--- config.mk ---
export PLATFORM = sky130hd
export DESIGN_NAME = uart_rx_fifo
export DESIGN_NICKNAME = d
export VERILOG_FILES = /design/src/rtl/uart_rx_fifo.sv
export SDC_FILE = /design/constraint.sdc
export NUM_CORES = 1
export LEC_CHECK = 0
export CAP_MARGIN = 15
export CORE_ASPECT_RATIO = 1.1
export CORE_MARGIN = 2
export CORE_UTILIZATION = 65
export CTS_BUF_LIST = sky130_fd_sc_hd__clkbuf_8 sky130_fd_sc_hd__clkbuf_16
export DETAILED_ROUTE_END_ITERATION = 8
export PLACE_DENSITY_LB_ADDON = 0.05
export REMOVE_ABC_BUFFERS = 1
export SLEW_MARGIN = 5
export SYNTH_ARGS = -nofsm -noshare
export SYNTH_HDL_FRONTEND = slang
export SYNTH_SLANG_ARGS = --single-unit
export TNS_END_PERCENT = 20
--- constraint.sdc ---
create_clock -name clk -period 9.6 [get_ports clk]
set_clock_uncertainty 0.1 [all_clocks]
set_input_delay 0.96 -clock clk [delete_from_list [all_inputs] [get_ports clk]]
set_output_delay 0.96 -clock clk [all_outputs]
set_load 0.05 [all_outputs]
--- src/rtl/uart_rx_fifo.sv ---
// uart_rx_fifo: 16x oversampling 8N1 UART receiver feeding a show-ahead FIFO.
//
// Ports:
//   clk        system clock, all logic on its rising edge
//   reset      synchronous active-high reset
//   rx_raw     asynchronous serial input (idle high, LSB first)
//   rd         pop strobe, ignored while the FIFO is empty
//   rx_data    FIFO head byte, defined while valid=1
//   valid      FIFO non-empty
//   count      number of occupied FIFO entries
//   overrun    sticky: a byte arrived while the FIFO was full
//   frame_err  sticky: a stop bit was sampled low
//   clr_err    clears overrun and frame_err (a coincident set wins)
module uart_rx_fifo #(
    parameter int unsigned FREQ_HZ = 6000000,
    parameter int unsigned BAUDS   = 9600,
    parameter int unsigned DEPTH   = 16
) (
    input  logic                   clk,
    input  logic                   reset,
    input  logic                   rx_raw,
    input  logic                   rd,
    output logic [7:0]             rx_data,
    output logic                   valid,
    output logic [$clog2(DEPTH):0] count,
    output logic                   overrun,
    output logic                   frame_err,
    input  logic                   clr_err
);
    localparam int unsigned OS_DIV = FREQ_HZ / (BAUDS * 16);
    localparam int unsigned AW     = $clog2(DEPTH);
    localparam int unsigned TW     = $clog2(OS_DIV);
    localparam logic [TW-1:0] TickReload = TW'(OS_DIV - 1);

    typedef enum logic [2:0] {StIdle, StStart, StData, StStop, StBreak} state_e;

    // Synchronizer
    logic [1:0] sync_q;
    logic       rx;

    always_ff @(posedge clk) begin
        if (reset) sync_q <= 2'b11;
        else       sync_q <= {sync_q[0], rx_raw};
    end
    assign rx = sync_q[1];

    // Free-running oversample tick; never realigned to the start edge
    logic [TW-1:0] tcnt_q, tcnt_d;
    logic          tick;

    assign tick   = (tcnt_q == '0);
    assign tcnt_d = tick ? TickReload : tcnt_q - TW'(1);

    // Receive FSM
    state_e     state_q, state_d;
    logic [3:0] sc_q, sc_d;
    logic [2:0] idx_q, idx_d;
    logic [1:0] vote_q, vote_d;   // samples from sc=7 and sc=8
    logic [7:0] data_q, data_d;
    logic       push_q, push_d;
    logic       ferr_set;
    logic       decide, wrap, bit_val;

    assign decide  = (sc_q == 4'd9);
    assign wrap    = (sc_q == 4'd15);
    // Third vote is the live rx sampled on the sc=9 tick itself
    assign bit_val = (vote_q[1] & vote_q[0]) | (vote_q[1] & rx) | (vote_q[0] & rx);

    always_comb begin
        state_d  = state_q;
        sc_d     = sc_q;
        idx_d    = idx_q;
        vote_d   = vote_q;
        data_d   = data_q;
        push_d   = 1'b0;
        ferr_set = 1'b0;
        if (tick) begin
            sc_d = sc_q + 4'd1;
            if (sc_q == 4'd7 || sc_q == 4'd8) vote_d = {vote_q[0], rx};
            unique case (state_q)
                StIdle: begin
                    if (!rx) begin
                        sc_d    = '0;
                        state_d = StStart;
                    end
                end
                StStart: begin
                    if (decide && bit_val) begin
                        state_d = StIdle;
                    end else if (wrap) begin
                        state_d = StData;
                        idx_d   = '0;
                    end
                end
                StData: begin
                    if (decide) data_d[idx_q] = bit_val;
                    if (wrap) begin
                        if (idx_q == 3'd7) state_d = StStop;
                        else               idx_d   = idx_q + 3'd1;
                    end
                end
                StStop: begin
                    if (decide) begin
                        if (bit_val) begin
                            push_d  = 1'b1;
                            state_d = StIdle;
                        end else begin
                            ferr_set = 1'b1;
                            state_d  = StBreak;
                        end
                    end
                end
                StBreak: begin
                    if (rx) state_d = StIdle;
                end
                default: state_d = StIdle;
            endcase
        end
    end

    always_ff @(posedge clk) begin
        if (reset) begin
            tcnt_q  <= '0;
            state_q <= StIdle;
            sc_q    <= '0;
            idx_q   <= '0;
            vote_q  <= '0;
            data_q  <= '0;
            push_q  <= 1'b0;
        end else begin
            tcnt_q  <= tcnt_d;
            state_q <= state_d;
            sc_q    <= sc_d;
            idx_q   <= idx_d;
            vote_q  <= vote_d;
            data_q  <= data_d;
            push_q  <= push_d;
        end
    end

    // Show-ahead FIFO
    logic [7:0]    mem_q [DEPTH];
    logic [AW-1:0] wptr_q, rptr_q;
    logic [AW:0]   count_q, count_d;
    logic          empty, full, pop, wr_en, ovr_set;
    logic          overrun_q, frame_err_q;

    assign empty   = (count_q == '0);
    assign full    = (count_q == (AW + 1)'(DEPTH));
    assign pop     = rd && !empty;
    // When full, a coincident pop frees the slot the push lands in
    assign wr_en   = push_q && (!full || pop);
    assign ovr_set = push_q && full && !rd;

    always_comb begin
        count_d = count_q;
        if (wr_en && !pop)      count_d = count_q + (AW + 1)'(1);
        else if (pop && !wr_en) count_d = count_q - (AW + 1)'(1);
    end

    always_ff @(posedge clk) begin
        if (wr_en) mem_q[wptr_q] <= data_q;
    end

    always_ff @(posedge clk) begin
        if (reset) begin
            wptr_q      <= '0;
            rptr_q      <= '0;
            count_q     <= '0;
            overrun_q   <= 1'b0;
            frame_err_q <= 1'b0;
        end else begin
            if (wr_en) wptr_q <= wptr_q + AW'(1);
            if (pop)   rptr_q <= rptr_q + AW'(1);
            count_q <= count_d;
            if (ovr_set)      overrun_q <= 1'b1;
            else if (clr_err) overrun_q <= 1'b0;
            if (ferr_set)     frame_err_q <= 1'b1;
            else if (clr_err) frame_err_q <= 1'b0;
        end
    end

    assign rx_data   = mem_q[rptr_q];
    assign valid     = !empty;
    assign count     = count_q;
    assign overrun   = overrun_q;
    assign frame_err = frame_err_q;

endmodule

After elaboration in Yosys (flattened, before gate mapping)
Memories as Yosys holds them, arrays and structs flattened. A register that Yosys moved wholly into a read port is not among the register bits.
Index checks and enable logic that the tools add are counted.
{ "totals": {"reg_bits": 44, "latch_bits": 0, "ram_bits": 128, "rom_bits": 0, "in_bits": 5, "output_inout_bits": 16, "wordCells": 113, "memories": 1} }
{ "memory_table": {"columns": ["name", "depth", "width", "rd", "rd_ports_with_merged_regs", "write_ports", "line_no", "source"], "rows": [
  ["mem_q", 16, 8, 1, 1, 1, "142", "logic [7:0] mem_q [DEPTH];"]
]} }
{ "op_classes": {"n_addsub": 7, "multipliers": 0, "div_mod_pow": 0, "n_lt_le_gt_ge": 2, "eq_ne": 19, "shifts": 0, "mux": 34, "n_bitwise": 8, "n_reduce_logical": 28} }
{ "op_table": {"columns": ["operator", "n"], "rows": [
  ["$mux 3", 12],
  ["$mux 4", 4],
  ["$ne 2x2->1 const B", 8],
  ["$pmux 3 s5", 1],
  ["$add 4x1->4 const B", 3],
  ["$eq 4x4->1 const B", 3],
  ["$mux 1", 11],
  ["$mux 5", 2],
  ["$bwmux 8", 1],
  ["$logic_and 1x1->1", 8],
  ["$reduce_bool 2->1", 4],
  ["$reduce_and 7->1", 1],
  ["$eq 3x2->1 const B", 2],
  ["$eq 3x3->1 const B", 2],
  ["$logic_not 6->1", 1],
  ["$mux 6", 1],
  ["$pmux 3 s2", 1],
  ["$reduce_and 6->1", 1],
  ["$sub 6x1->6 const B", 1],
  ["$add 5x1->5 const B", 1],
  ["$eq 5x5->1 const B", 1],
  ["$logic_not 1->1", 5],
  ["$logic_not 5->1", 1],
  ["$sub 5x1->5 const B", 1],
  ["other kinds (16)", 22]
]} }

Longest topological paths before layout
Gate-level depths: netlist of the first run.
{ "logic_depth": {"ltp_word": 9, "mapped_depth": 11, "ltp_nobuf": 9} }

Least setup slack after synthesis of the first run
No wires, ideal clock.
{ "synth_path": {"path_kind": "register -> register", "startpoint": "register count_q[0], in the netlist count[0]", "endpoint": "register count_q[4], in the netlist count[4]", "setup_ps": 121, "t_arrival_ps": 3073, "required_time_ps": 9379, "path_slack_ps": 6306, "path_stages_with_launch": 12, "n_path_buf": 2, "period_less_slack_ps": 3294, "path_cell_list": "dfxtp_1 -> or4_1 -> clkbuf_1 -> o21a_1 -> clkbuf_1 -> ha_1 -> inv_1 -> ha_1 -> a21o_1 -> a21oi_1 -> mux2i_1 -> mux2_2"} }
{ "synth_via": {"elab_chain_cells": 8, "word_cells_on_any_way": 16, "cone_classes": "2 x add/sub; 1 x eq/ne; 2 x mux; 11 x reduce/logical"} }
{ "synth_lines": {"columns": ["element", "line_no", "source"], "rows": [
  ["start, declared", "144", "logic [AW:0] count_q, count_d;"],
  ["start signal, assigned", "175", "count_q <= count_d;"],
  ["$logic_not 5->1", "148", "assign empty = (count_q == '0);"],
  ["$logic_not 1->1", "150", "assign pop = rd && !empty;"],
  ["$logic_and 1x1->1", "150", null],
  ["$logic_or 1x1->1 (*)", "152", "assign wr_en = push_q && (!full || pop);"],
  ["$logic_and 1x1->1 (*)", "152", null],
  ["named net wr_en", "145", "logic empty, full, pop, wr_en, ovr_set;"],
  ["$logic_not 1->1", "158", "else if (pop && !wr_en) count_d = count_q - (AW + 1)'(1);"],
  ["$logic_and 1x1->1", "158", null],
  ["$reduce_bool 2->1 (no line)", null, null]
]} }
The timed path passes the listed nets; every way through them passes the cells marked *. The select of a mux whose other input is x is not followed.
A chain may end at the register's enable or synchronous reset.

==> results of run 1 <==
==> power by group <==
group | internal [mW] | switching (mW) | leakage (nW) | total, mW
sequential | 0.831 | 0.0451 | 1.58 | 0.876
combinational | 0.179 | 0.205 | 0.797 | 0.384
clock | 0.384 | 0.271 | 0.274 | 0.654
total | 1.39 | 0.521 | 2.65 | 1.91
==> per-layer routing <==
metal	up-vias	routed length, um	GRT usage
met1	2048	5970	0.338
li1	1839	-	-
met4	0	299	0.0853
met2	144	7810	0.456
met5	-	0	0
met3	29	719	0.0612
==> metrics by stage <==
stage	instance area [sq um]	power [mW]	cells	setup slack (ns)	hold WS (ns)
finish	8180	1.91	642	5.45	0.314
global route	8180	1.99	642	5.32	0.332
CTS	8180	1.92	642	5.39	0.317
detailed placement	7610	1.27	610	5.76	0.299
global placement	7610	1.27	610	5.84	0.302
floorplan	7190	1.18	441	5.82	0.289
==> final cells by class <==
| class | instances | area [sq um] | area share |
|---|---|---|---|
| flip-flops and latches | 176 | 4810 | 0.588 |
| multi-input cells | 252 | 2350 | 0.288 |
| clock buffers | 18 | 439 | 0.0537 |
| repair buffers | 22 | 215 | 0.0263 |
| well taps | 147 | 184 | 0.0225 |
| clock inverters | 14 | 126 | 0.0155 |
| inverters | 13 | 48.8 | 0.00597 |
==> worst max-delay path, delay by kind of cell, from the launching register on <==
family                 cells  cell delay, ns
buffers and inverters      2            1.21
flip-flops                 1            0.31
multiplexers               2            1.14
==> cells in the mapped netlist, drive strengths merged, types with 3 or more instances <==
master and instances:
a21oi 19, buf 7, clkbuf 18, dfxtp 48, edfxtp 128, ha 15
inv 13, mux2i 6, mux4 40, nand2 12, nand2b 5, nand3 9
nand3b 6, nand4 4, nand4b 5, nor2 39, nor2b 6, nor3 10
nor4 3, o211ai 3, o21a 4, o21ai 11, o311ai 3, or2 5
or3 4, xnor2 6, xor2 7
==> kinds of logic (layout without fill, tap and decap cells) <==
group | count (synthesis) | in the layout | share of synthesized area
buffers and inverters | 38 | 67 | 0.0213
xor gates and xnor gates | 13 | 13 | 0.0156
and+or+nand+nor | 120 | 120 | 0.0906
adders and majority gates | 17 | 17 | 0.0298
muxes | 48 | 48 | 0.135
DFF | 176 | 176 | 0.659
AOI/OAI and AO/OA | 54 | 54 | 0.0492
==> worst max-delay path by stage <==
stage / startpoint / to / depth (start not counted)
after detailed placement: rd / count[4] / 10
final: register / rx_data[7] / 4
after CTS: register / rx_data[2] / 4
after floorplan: register / rx_data[0] / 2
after global placement: rd / count[4] / 10
after global routing: register / rx_data[2] / 4
==> sequential cells by signal, indices dropped and copies added, names as in the netlist, named ones only <==
signal     cells
tcnt_q         6
state_q        3
sc_q           4
push_q         1
overrun        1
sync_q         2
data_q         8
rptr_q         4
frame_err      1
idx_q          3
mem_q        128
vote_q         2
wptr_q         4
count          5
==> impl_summary.log, run 1 <==
[metrics] CTS Buffer Depth: 2
[metrics] highest cell delay on the worst timing path: 0.72 ns
[metrics] vertical die dimension: 115 um
[metrics] Max stage delay cell, worst path: sky130_fd_sc_hd__clkdlybuf4s50_1
[metrics] Clk Latency, worst-skew pair: 0.42 ns
[metrics] critical path startpoint category: register
[metrics] CP Capture Type: output pin
[metrics] proportion of synthesized chip area in sequential cells: 0.659
[metrics] Post-CTS Repair Setup Buffers: 0
[metrics] final setup violation count: 0
[metrics] cell area after technology mapping: 7290 sq um
[metrics] Seq cells post-synth: 176
[metrics] Final Cycle Share: 0.432
[metrics] dominant register cell in the synthesized netlist: sky130_fd_sc_hd__edfxtp_1
[metrics] R2R setup slack: 6.33 ns
[metrics] capture point of the worst reg-to-reg path: count[4]
[metrics] cell area power density: 234 nW/um^2
[metrics] post-synthesis async set-or-reset flop share: 0
[metrics] WP data arrival: 3.09 ns
[metrics] total count of hold-check failures in the final report: 0
[metrics] number of placement rows: 40
[metrics] TritonCTS clock tree: done
[metrics] Worst VDD drop: 157 uV
[metrics] clock edge transition at the registers on the reported setup and hold paths: 0.06 ns
[metrics] Max Transition Viols Final: 0
[metrics] Setup CP Type: register to output pin
[metrics] final routed wirelength across all metal layers: 14.8 mm
[metrics] unique cell type count in the Yosys netlist: 58
[metrics] detailed-route vias per instance: 6.32
[metrics] global-route total usage across every layer: 0.264
[metrics] CTS H-Tree Depth: 4
[metrics] Resized cells post-CTS: 0
[metrics] DR vias: 4,060
[metrics] Worst Hold Path EP: sync_q[1]
[metrics] hpwl dp: 8.65 mm
[metrics] area share of the leading cell type in the synthesized netlist: 0.527
[metrics] routability congestion estimate from global placement: 0.773
[metrics] TritonCTS buffer count: 17
[metrics] number of cells on the worst reg-to-reg path: 9
[metrics] biggest area consumer among synthesized cells: sky130_fd_sc_hd__edfxtp_1
[metrics] pin count of the biggest net entering global routing: 33
[metrics] Relative slew margins: 0.248
[metrics] run status: finished clean
[metrics] number of buffers added to fix hold violations after cts: 0
[metrics] most frequent standard cell in the layout excluding fill and tap cells: sky130_fd_sc_hd__edfxtp_1
[metrics] MaxCap Viol Count: 0
[metrics] routed length per instance: 23.0 um
[metrics] area of the die: 12,100 sq um
[metrics] # nets final: 503
[metrics] most used cells in the layout excluding fill and tap cells: 128 x sky130_fd_sc_hd__edfxtp_1, 46 x sky130_fd_sc_hd__dfxtp_1, 40 x sky130_fd_sc_hd__mux4_2
[metrics] total global routing overflow: 0
[metrics] core area: 10,900 sq um
[metrics] final sum of negative setup slack: 0 ns
[metrics] Least-Margin Pin Slew: 1.12 ns
[metrics] fmax: 241 MHz
[metrics] initial antenna violation count: 0
[metrics] number of sinks handled by clock tree synthesis: 176
[metrics] warnings from Yosys: 0
[metrics] Hold Startpoint: sync_q[0]
[metrics] Final Core Density: 0.749
[metrics] worst min path class: register to register
[metrics] Tmin final: 4.15 ns
[metrics] Reg2Reg Launch Point: count[0]
[metrics] I/O Pins: 21
[metrics] CP Data Required Time: 8.54 ns
[metrics] most repeated library cell on the critical path: sky130_fd_sc_hd__mux4_2
[metrics] unrepaired setup endpoints after global routing: false
[metrics] number of diodes: 0
[metrics] synthesized instance count: 466
[metrics] Routed Antenna Nets: 0
[metrics] Root Buffer Master: sky130_fd_sc_hd__clkbuf_16
[metrics] number of buffers inserted by port buffering: 20
[metrics] highest fanout seen on the critical path: 32
[metrics] cell breakdown of the critical path: buf_4 -> mux4_2 -> mux4_2 -> clkdlybuf4s50_1
[metrics] via count of the first global-routing pass: 4,123
[metrics] fraction of final layout cells with drive strength greater than 1: 0.176
[metrics] standby leakage power: 2.65 nW
[metrics] Area Overhead vs Synth: 12.1%
[metrics] total iterations of the first detailed-routing run: 5
[metrics] Horiz. Die Dim: 105 um
[metrics] effective utilization at floorplan: 0.669
[metrics] top area cells in the synthesized netlist: sky130_fd_sc_hd__edfxtp_1 53%, sky130_fd_sc_hd__dfxtp_1 13%, sky130_fd_sc_hd__mux4_2 12%, sky130_fd_sc_hd__ha_1 2.6%, sky130_fd_sc_hd__nor2_1 2.0%
[metrics] hold depth: 1
[metrics] filler instances: 686
[metrics] DRT iter0 DRCs: 287
[metrics] average footprint of a synthesized cell: 15.7 sq um
[metrics] post-detailed-route DRC marker count: 0
[metrics] wire length of the first global-routing pass: 23.1 mm
[metrics] number of enable-type register cells in the synthesized netlist: 128
Power figures use the tool's default switching activity.
==> run 2, diff against run 1 <==
--- a/config.mk
+++ b/config.mk
@@ -8,7 +8,7 @@
 export CAP_MARGIN = 15
 export CORE_ASPECT_RATIO = 1.1
 export CORE_MARGIN = 2
-export CORE_UTILIZATION = 65
+export CORE_UTILIZATION = 61
 export CTS_BUF_LIST = sky130_fd_sc_hd__clkbuf_8 sky130_fd_sc_hd__clkbuf_16
 export DETAILED_ROUTE_END_ITERATION = 8
 export PLACE_DENSITY_LB_ADDON = 0.05
==> constraint.sdc (replaced) <==
create_clock -name clk -period 4.1 [get_ports clk]
set_clock_uncertainty 0.1 [all_clocks]
set_input_delay 0.41 -clock clk [delete_from_list [all_inputs] [get_ports clk]]
set_output_delay 0.41 -clock clk [all_outputs]
set_load 0.05 [all_outputs]
==> run 2 against run 1 <==
  * Setup slack got worse by 4.8 ns
  * Highest routed layer unchanged
  * Power increased by 150%
  * Critical path type unchanged
  * Largest power group unchanged
  * Largest cell class unchanged
  * Combinational power increased by 140%
  * Wire length decreased by 2.8%
  * Via count increased by 1.4%
  * Sequential power increased by 130%
  * Count of clock-buffer cells in the layout decreased by 1
==> impl_summary.log, run 2 (synthesis results as in run 1) <==
[metrics] total count of hold-check failures in the final report: 0 (unchanged)
[metrics] TritonCTS buffer count: 17 (unchanged)
[metrics] wire length of the first global-routing pass: 22.4 mm (was 23.1 mm)
[metrics] part of the power in registers: 0.428 (was 0.458)
[metrics] total iterations of the first detailed-routing run: 6 (was 5)
[metrics] TritonCTS clock tree: done (unchanged)
[metrics] family with the most delay on the worst path: buffers and inverters (unchanged)
[metrics] number of diodes: 0 (unchanged)
[metrics] global-route total usage across every layer: 0.240 (was 0.264)
[metrics] Tmin final: 3.46 ns
[metrics] number of cells on the worst reg-to-reg path: 9 (unchanged)
[metrics] Final Cycle Share: 0.843
[metrics] Root Buffer Master: sky130_fd_sc_hd__clkbuf_16 (unchanged)
[metrics] Least-Margin Pin Slew: 1.01 ns (was 1.12 ns)
[metrics] number of placement rows: 41 (was 40)
[metrics] sw power: 1.22 mW (was 521 uW)
[metrics] number of buffers inserted by port buffering: 20 (unchanged)
[metrics] Crit. path cell count: 4 (unchanged)
[metrics] area of the die: 12,900 sq um (was 12,100 sq um)
[metrics] fmax: 289 MHz
[metrics] most repeated library cell on the critical path: sky130_fd_sc_hd__mux4_2 (unchanged)
[metrics] Max Transition Viols Final: 0 (unchanged)
[metrics] most frequent standard cell in the layout excluding fill and tap cells: sky130_fd_sc_hd__edfxtp_1 (unchanged)
[metrics] count of buffering cells on the critical path with inverters included: 2 (unchanged)
[metrics] max FFs per register: 128 (unchanged)
[metrics] standby leakage power: 2.73 nW (was 2.65 nW)
[metrics] highest fanout seen on the critical path: 20 (was 32)
[metrics] DRT iter0 DRCs: 417 (was 287)
[metrics] CP Capture Type: output pin (unchanged)
[metrics] initial antenna violation count: 0 (unchanged)
[metrics] Horiz. Die Dim: 108 um (was 105 um)
[metrics] worst min path class: register to register (unchanged)
[metrics] hpwl dp: 8.92 mm (was 8.65 mm)
[metrics] hold depth: 1 (unchanged)
[metrics] most flop-heavy register: mem_q (unchanged)
[metrics] total power: 4.72 mW (was 1.91 mW)
[metrics] WP data arrival: 2.95 ns (was 3.09 ns)
[metrics] unrepaired setup endpoints after global routing: false (unchanged)
[metrics] DR vias: 4,116 (was 4,060)
[metrics] Post-CTS Repair Setup Buffers: 0 (unchanged)
[metrics] detailed-route vias per instance: 6.29 (was 6.32)
[metrics] Resized cells post-CTS: 0 (unchanged)
[metrics] clock edge transition at the registers on the reported setup and hold paths: 0.06 ns (about the same)
[metrics] Relative slew margins: 0.323 (was 0.248)
[metrics] cell area power density: 567 nW/um^2 (was 234 nW/um^2)
[metrics] cell breakdown of the critical path: buf_4 -> mux4_2 -> mux4_2 -> clkdlybuf4s50_1 (unchanged)
[metrics] routed length per instance: 22.0 um (was 23.0 um)
[metrics] Logic pwr share: 0.198 (was 0.201)
[metrics] final cell count without fillers: 654 (was 642)
[metrics] CTS H-Tree Depth: 4 (unchanged)
[metrics] fraction of final layout cells with drive strength greater than 1: 0.187 (was 0.176)
[metrics] number of placed cells counting well taps: 622 (was 610)
[metrics] most used cells in the layout excluding fill and tap cells: 128 x sky130_fd_sc_hd__edfxtp_1, 47 x sky130_fd_sc_hd__dfxtp_1, 40 x sky130_fd_sc_hd__mux4_2 (was 128 x sky130_fd_sc_hd__edfxtp_1, 46 x sky130_fd_sc_hd__dfxtp_1, 40 x sky130_fd_sc_hd__mux4_2)
[metrics] post-detailed-route DRC marker count: 0 (unchanged)
[metrics] number of buffers added to fix hold violations after cts: 0 (unchanged)
[metrics] Max stage delay cell, worst path: sky130_fd_sc_hd__clkdlybuf4s50_1 (unchanged)
[metrics] final sum of negative setup slack: 0 ns (unchanged)
[metrics] pin count of the biggest net entering global routing: 33 (unchanged)
[metrics] CTS Buffer Depth: 2 (unchanged)
[metrics] Setup CP Type: register to output pin (unchanged)
[metrics] filler instances: 758 (was 686)
[metrics] vertical die dimension: 119 um (was 115 um)
[metrics] effective utilization at floorplan: 0.629 (was 0.669)
[metrics] critical path startpoint category: register (unchanged)
[metrics] I/O Pins: 21 (unchanged)
[metrics] number of sinks handled by clock tree synthesis: 176 (unchanged)
[metrics] Routed Antenna Nets: 0 (unchanged)
[metrics] run status: finished clean (unchanged)
[metrics] core area: 11,600 sq um (was 10,900 sq um)
[metrics] routability congestion estimate from global placement: 0.825 (was 0.773)
[metrics] total global routing overflow: 0 (unchanged)
[metrics] MaxCap Viol Count: 0 (unchanged)
[metrics] highest cell delay on the worst timing path: 0.75 ns (was 0.72 ns)
[metrics] final setup violation count: 0 (unchanged)
[metrics] Top Registers: mem_q: 128 flops, data_q: 8 flops, tcnt_q: 6 flops (unchanged)
[metrics] Switching Share: 0.259 (was 0.272)
[metrics] Worst VDD drop: 341 uV (was 157 uV)
[metrics] CP Data Required Time: 3.59 ns (was 8.54 ns)
[metrics] Clk Latency, worst-skew pair: 0.43 ns (was 0.42 ns)
[metrics] final routed wirelength across all metal layers: 14.4 mm (was 14.8 mm)
[metrics] via count of the first global-routing pass: 4,085 (was 4,123)
[metrics] cell-internal power: 3.50 mW (was 1.39 mW)
[metrics] Post-Route Hold Slack: 0.332 ns (was 0.314 ns)
[metrics] # nets final: 512 (was 503)
[metrics] Area Overhead vs Synth: 14.0% (was 12.1%)
[metrics] fraction of power consumed by the clock network: 0.375 (was 0.342)
run 2: cell types whose count changed in the layout (fill, tap and decap cells not counted), moves of 3 or more:
cell	change
sky130_fd_sc_hd__bufinv_16	+4
sky130_fd_sc_hd__nor3_1	+3
sky130_fd_sc_hd__nor3_2	-3
sky130_fd_sc_hd__buf_4	+9
sky130_fd_sc_hd__clkinv_1	-3
sky130_fd_sc_hd__clkinvlp_4	-3
run 2: power by group through the flow:
stage	combinational (mW)	sequential (mW)	clock [mW]
floorplan	0.612	2.14	0
global placement	0.928	2.05	0
detailed placement	0.938	2.06	0
CTS	0.944	2.02	1.78
global route	1.01	2.03	1.86
finish	0.932	2.02	1.77
run 2: through the flow:
step	setup slack (ns)	cell area (sq um)	util
2_1_floorplan	0.851	7190	-
3_3_place_gp	0.872	7660	0.661
3_5_place_dp	0.823	7660	0.661
4_1_cts	0.594	8320	0.717
5_1_grt	0.523	8320	0.717
6_report	0.643	8320	0.717
run 2: final timing paths:
path | from | to | slack [ns]
worst max register to register | count[0] | count[4] | 0.86
worst min-delay path | sync_q[0] | sync_q[1] | 0.33
worst min register to register | sync_q[0] | sync_q[1] | 0.33
worst max-delay path | register | rx_data[7] | 0.64
run 2: layout make-up:
class	instances	area, sq um	share of cell area
Timing Repair Buffer	31	283	0.0340
Multi-Input combinational cell	252	2340	0.281
Sequential cell	176	4810	0.578
Inverter	13	48.8	0.00587
Tap cell	150	188	0.0226
Clock buffer	17	425	0.0512
Clock inverter	15	226	0.0272
run 2: routing by layer:
metal | global-route usage | vias to the layer above | share of wire
met5 | 0 | - | 0
met4 | 0.107 | 0 | 0.031
met2 | 0.383 | 146 | 0.51
met1 | 0.315 | 2071 | 0.40
met3 | 0.0579 | 35 | 0.059
li1 | - | 1864 | -
==> run 3, diff against run 2 <==
--- a/config.mk
+++ b/config.mk
@@ -8,7 +8,7 @@
 export CAP_MARGIN = 15
 export CORE_ASPECT_RATIO = 1.1
 export CORE_MARGIN = 2
-export CORE_UTILIZATION = 61
+export CORE_UTILIZATION = 55
 export CTS_BUF_LIST = sky130_fd_sc_hd__clkbuf_8 sky130_fd_sc_hd__clkbuf_16
 export DETAILED_ROUTE_END_ITERATION = 8
 export PLACE_DENSITY_LB_ADDON = 0.05
==> constraint.sdc (replaced) <==
create_clock -name clk -period 3.12 [get_ports clk]
set_clock_uncertainty 0.1 [all_clocks]
set_input_delay 0.312 -clock clk [delete_from_list [all_inputs] [get_ports clk]]
set_output_delay 0.312 -clock clk [all_outputs]
set_load 0.05 [all_outputs]
==> run 3 against run 2 <==
  * Final area is 0.51% higher
  * Die area is 11% higher
  * Global-route usage fell by 3.3 points
  * Count of clock-buffer cells in the layout did not move
  * Critical path type is now register to register
  * Critical endpoint is now count[4]
==> impl_summary.log, run 3 (synthesis results as in run 1) <==
[metrics] CP Data Required Time: 3.34 ns (was 3.59 ns)
[metrics] core area: 13,100 sq um (was 11,600 sq um)
[metrics] Worst VDD drop: 475 uV (was 341 uV)
[metrics] cell area power density: 714 nW/um^2 (was 567 nW/um^2)
[metrics] Reg2Reg Launch Point: count[0] (unchanged)
[metrics] cell breakdown of the critical path: or4_1 -> o21ai_2 -> ha_1 -> inv_1 -> fa_1 -> a21o_1 -> a21oi_1 -> mux2i_1 -> mux2_2 (was buf_4 -> mux4_2 -> mux4_2 -> clkdlybuf4s50_1)
[metrics] via count of the first global-routing pass: 4,101 (was 4,085)
[metrics] TritonCTS clock tree: done (unchanged)
[metrics] total iterations of the first detailed-routing run: 4 (was 6)
[metrics] pin count of the biggest net entering global routing: 44 (was 33)
[metrics] cell area after placement: 7770 sq um (was 7660 sq um)
[metrics] Least-Margin Pin Slew: 0.701 ns (was 1.01 ns)
[metrics] highest fanout seen on the critical path: 5 (was 20)
[metrics] R2R setup slack: 0.20 ns (was 0.86 ns)
[metrics] # nets final: 526 (was 512)
[metrics] filler instances: 968 (was 758)
[metrics] global-route total usage across every layer: 0.207 (was 0.240)
[metrics] detailed-route vias per instance: 5.92 (was 6.29)
[metrics] hpwl dp: 8.83 mm (was 8.92 mm)
[metrics] Max Transition Viols Final: 0 (unchanged)
[metrics] post-route cell area: 8360 sq um (was 8320 sq um)
[metrics] CTS Buffer Depth: 2 (unchanged)
[metrics] Area Overhead vs Synth: 14.6% (was 14.0%)
[metrics] TritonCTS buffer count: 17 (unchanged)
[metrics] effective utilization at floorplan: 0.557 (was 0.629)
[metrics] WP data arrival: 3.14 ns (was 2.95 ns)
[metrics] fraction of final layout cells with drive strength greater than 1: 0.228 (was 0.187)
[metrics] Horiz. Die Dim: 114 um (was 108 um)
[metrics] count of buffering cells on the critical path with inverters included: 1 (was 2)
[metrics] routability congestion estimate from global placement: 0.788 (was 0.825)
[metrics] Top Registers: mem_q: 128 flops, data_q: 8 flops, tcnt_q: 6 flops (unchanged)
[metrics] Root Buffer Master: sky130_fd_sc_hd__clkbuf_16 (unchanged)
[metrics] most flop-heavy register: mem_q (unchanged)
[metrics] DRT iter0 DRCs: 189 (was 417)
[metrics] number of placement rows: 44 (was 41)
[metrics] Tmin final: 2.92 ns
[metrics] CP Capture Type: register (was output pin)
[metrics] Setup CP Type: register to register (was register to output pin)
[metrics] vertical die dimension: 125 um (was 119 um)
[metrics] Relative slew margins: 0.520 (was 0.323)
[metrics] Final Core Density: 0.638 (was 0.717)
[metrics] final setup violation count: 0 (unchanged)
[metrics] area of the die: 14,200 sq um (was 12,900 sq um)
[metrics] unrepaired setup endpoints after global routing: false (unchanged)
[metrics] DR vias: 4,021 (was 4,116)
[metrics] number of diodes: 0 (unchanged)
[metrics] worst min path class: register to register (unchanged)
[metrics] max FFs per register: 128 (unchanged)
[metrics] family with the most delay on the worst path: simple AND/OR/NAND/NOR gates (was buffers and inverters)
[metrics] run status: finished clean (unchanged)
[metrics] post-detailed-route DRC marker count: 0 (unchanged)
[metrics] Routed Antenna Nets: 0 (unchanged)
[metrics] number of sinks handled by clock tree synthesis: 176 (unchanged)
[metrics] number of cells on the worst reg-to-reg path: 9 (unchanged)
[metrics] Post-CTS Repair Setup Buffers: 0 (unchanged)
[metrics] highest cell delay on the worst timing path: 0.60 ns (was 0.75 ns)
[metrics] Final Cycle Share: 0.936
[metrics] Clk Latency, worst-skew pair: 0.42 ns (was 0.43 ns)
[metrics] capture point of the worst reg-to-reg path: count[4] (unchanged)
[metrics] total count of hold-check failures in the final report: 0 (unchanged)
[metrics] wire length of the first global-routing pass: 21.7 mm (was 22.4 mm)
[metrics] Crit. path cell count: 9 (was 4)
[metrics] clock edge transition at the registers on the reported setup and hold paths: 0.06 ns (about the same)
[metrics] CTS H-Tree Depth: 4 (unchanged)
[metrics] I/O Pins: 21 (unchanged)
[metrics] most used cells in the layout excluding fill and tap cells: 128 x sky130_fd_sc_hd__edfxtp_1, 47 x sky130_fd_sc_hd__dfxtp_1, 40 x sky130_fd_sc_hd__mux4_2 (unchanged)
[metrics] standby leakage power: 2.77 nW (was 2.73 nW)
[metrics] final routed wirelength across all metal layers: 13.5 mm (was 14.4 mm)
[metrics] MaxCap Viol Count: 0 (unchanged)
[metrics] routed length per instance: 19.9 um (was 22.0 um)
[metrics] most frequent standard cell in the layout excluding fill and tap cells: sky130_fd_sc_hd__edfxtp_1 (unchanged)
[metrics] initial antenna violation count: 0 (unchanged)
[metrics] Resized cells post-CTS: 0 (unchanged)
[metrics] total power: 5.97 mW (was 4.72 mW)
[metrics] first element of the critical path: count[0]
[metrics] critical path startpoint category: register (unchanged)
[metrics] number of buffers inserted by port buffering: 20 (unchanged)
[metrics] number of buffers added to fix hold violations after cts: 0 (unchanged)
[metrics] Max stage delay cell, worst path: sky130_fd_sc_hd__or4_1 (was sky130_fd_sc_hd__clkdlybuf4s50_1)
[metrics] fmax: 343 MHz
[metrics] Critical Path End: count[4] (was rx_data[7])
[metrics] total global routing overflow: 0 (unchanged)
## run 3: cell types whose count changed in the layout (fill, tap and decap cells not counted), moves of 2 or more
cell,previous run,this run
sky130_fd_sc_hd__buf_4,11,32
sky130_fd_sc_hd__bufinv_16,6,2
sky130_fd_sc_hd__clkdlybuf4s50_1,20,12
sky130_fd_sc_hd__clkinv_4,1,7
sky130_fd_sc_hd__inv_1,17,14
sky130_fd_sc_hd__inv_6,0,2
## run 3: how the worst min path moves through the flow
stage,from,endpoint,depth (start not counted)
floorplan,reset,idx_q[0],1
global placement,sync_q[0],sync_q[1],1
detailed placement,sync_q[0],sync_q[1],1
CTS,sync_q[0],sync_q[1],1
global route,sync_q[0],sync_q[1],1
finish,sync_q[0],sync_q[1],1
## run 3: power breakdown
group          total (mW)  switching [mW]  internal [mW]
sequential           2.64          0.0873           2.56
combinational        1.26           0.678          0.578
clock                2.07           0.881           1.19
## run 3: area by class of cell
type                    count  area [sq um]  area share
flip-flops and latches    176          4810       0.575
multi-input cells         252          2330       0.279
clock buffers              17           425      0.0509
repair buffers             45           380      0.0455
well taps                 161           201      0.0241
clock inverters            15           163      0.0195
inverters                  13          48.8     0.00584
## run 3: stage by stage
step / instances / setup WS, ns / TNS [ns] / hold slack [ns]
2_1_floorplan: 441 / -0.129 / -0.238 / 0.274
3_3_place_gp: 647 / 0.222 / 0 / 0.298
3_5_place_dp: 647 / 0.167 / 0 / 0.293
4_1_cts: 679 / 0.200 / 0 / 0.313
5_1_grt: 679 / 0.0284 / 0 / 0.321
6_report: 679 / 0.201 / 0 / 0.311
## run 3: routing by layer
metal | vias to the layer above | part of all wire | track usage
met2 | 79 | 0.51 | 0.346
met1 | 2029 | 0.44 | 0.261
met5 | - | 0 | 0
met3 | 18 | 0.032 | 0.0487
met4 | 0 | 0.018 | 0.0861
li1 | 1895 | - | -
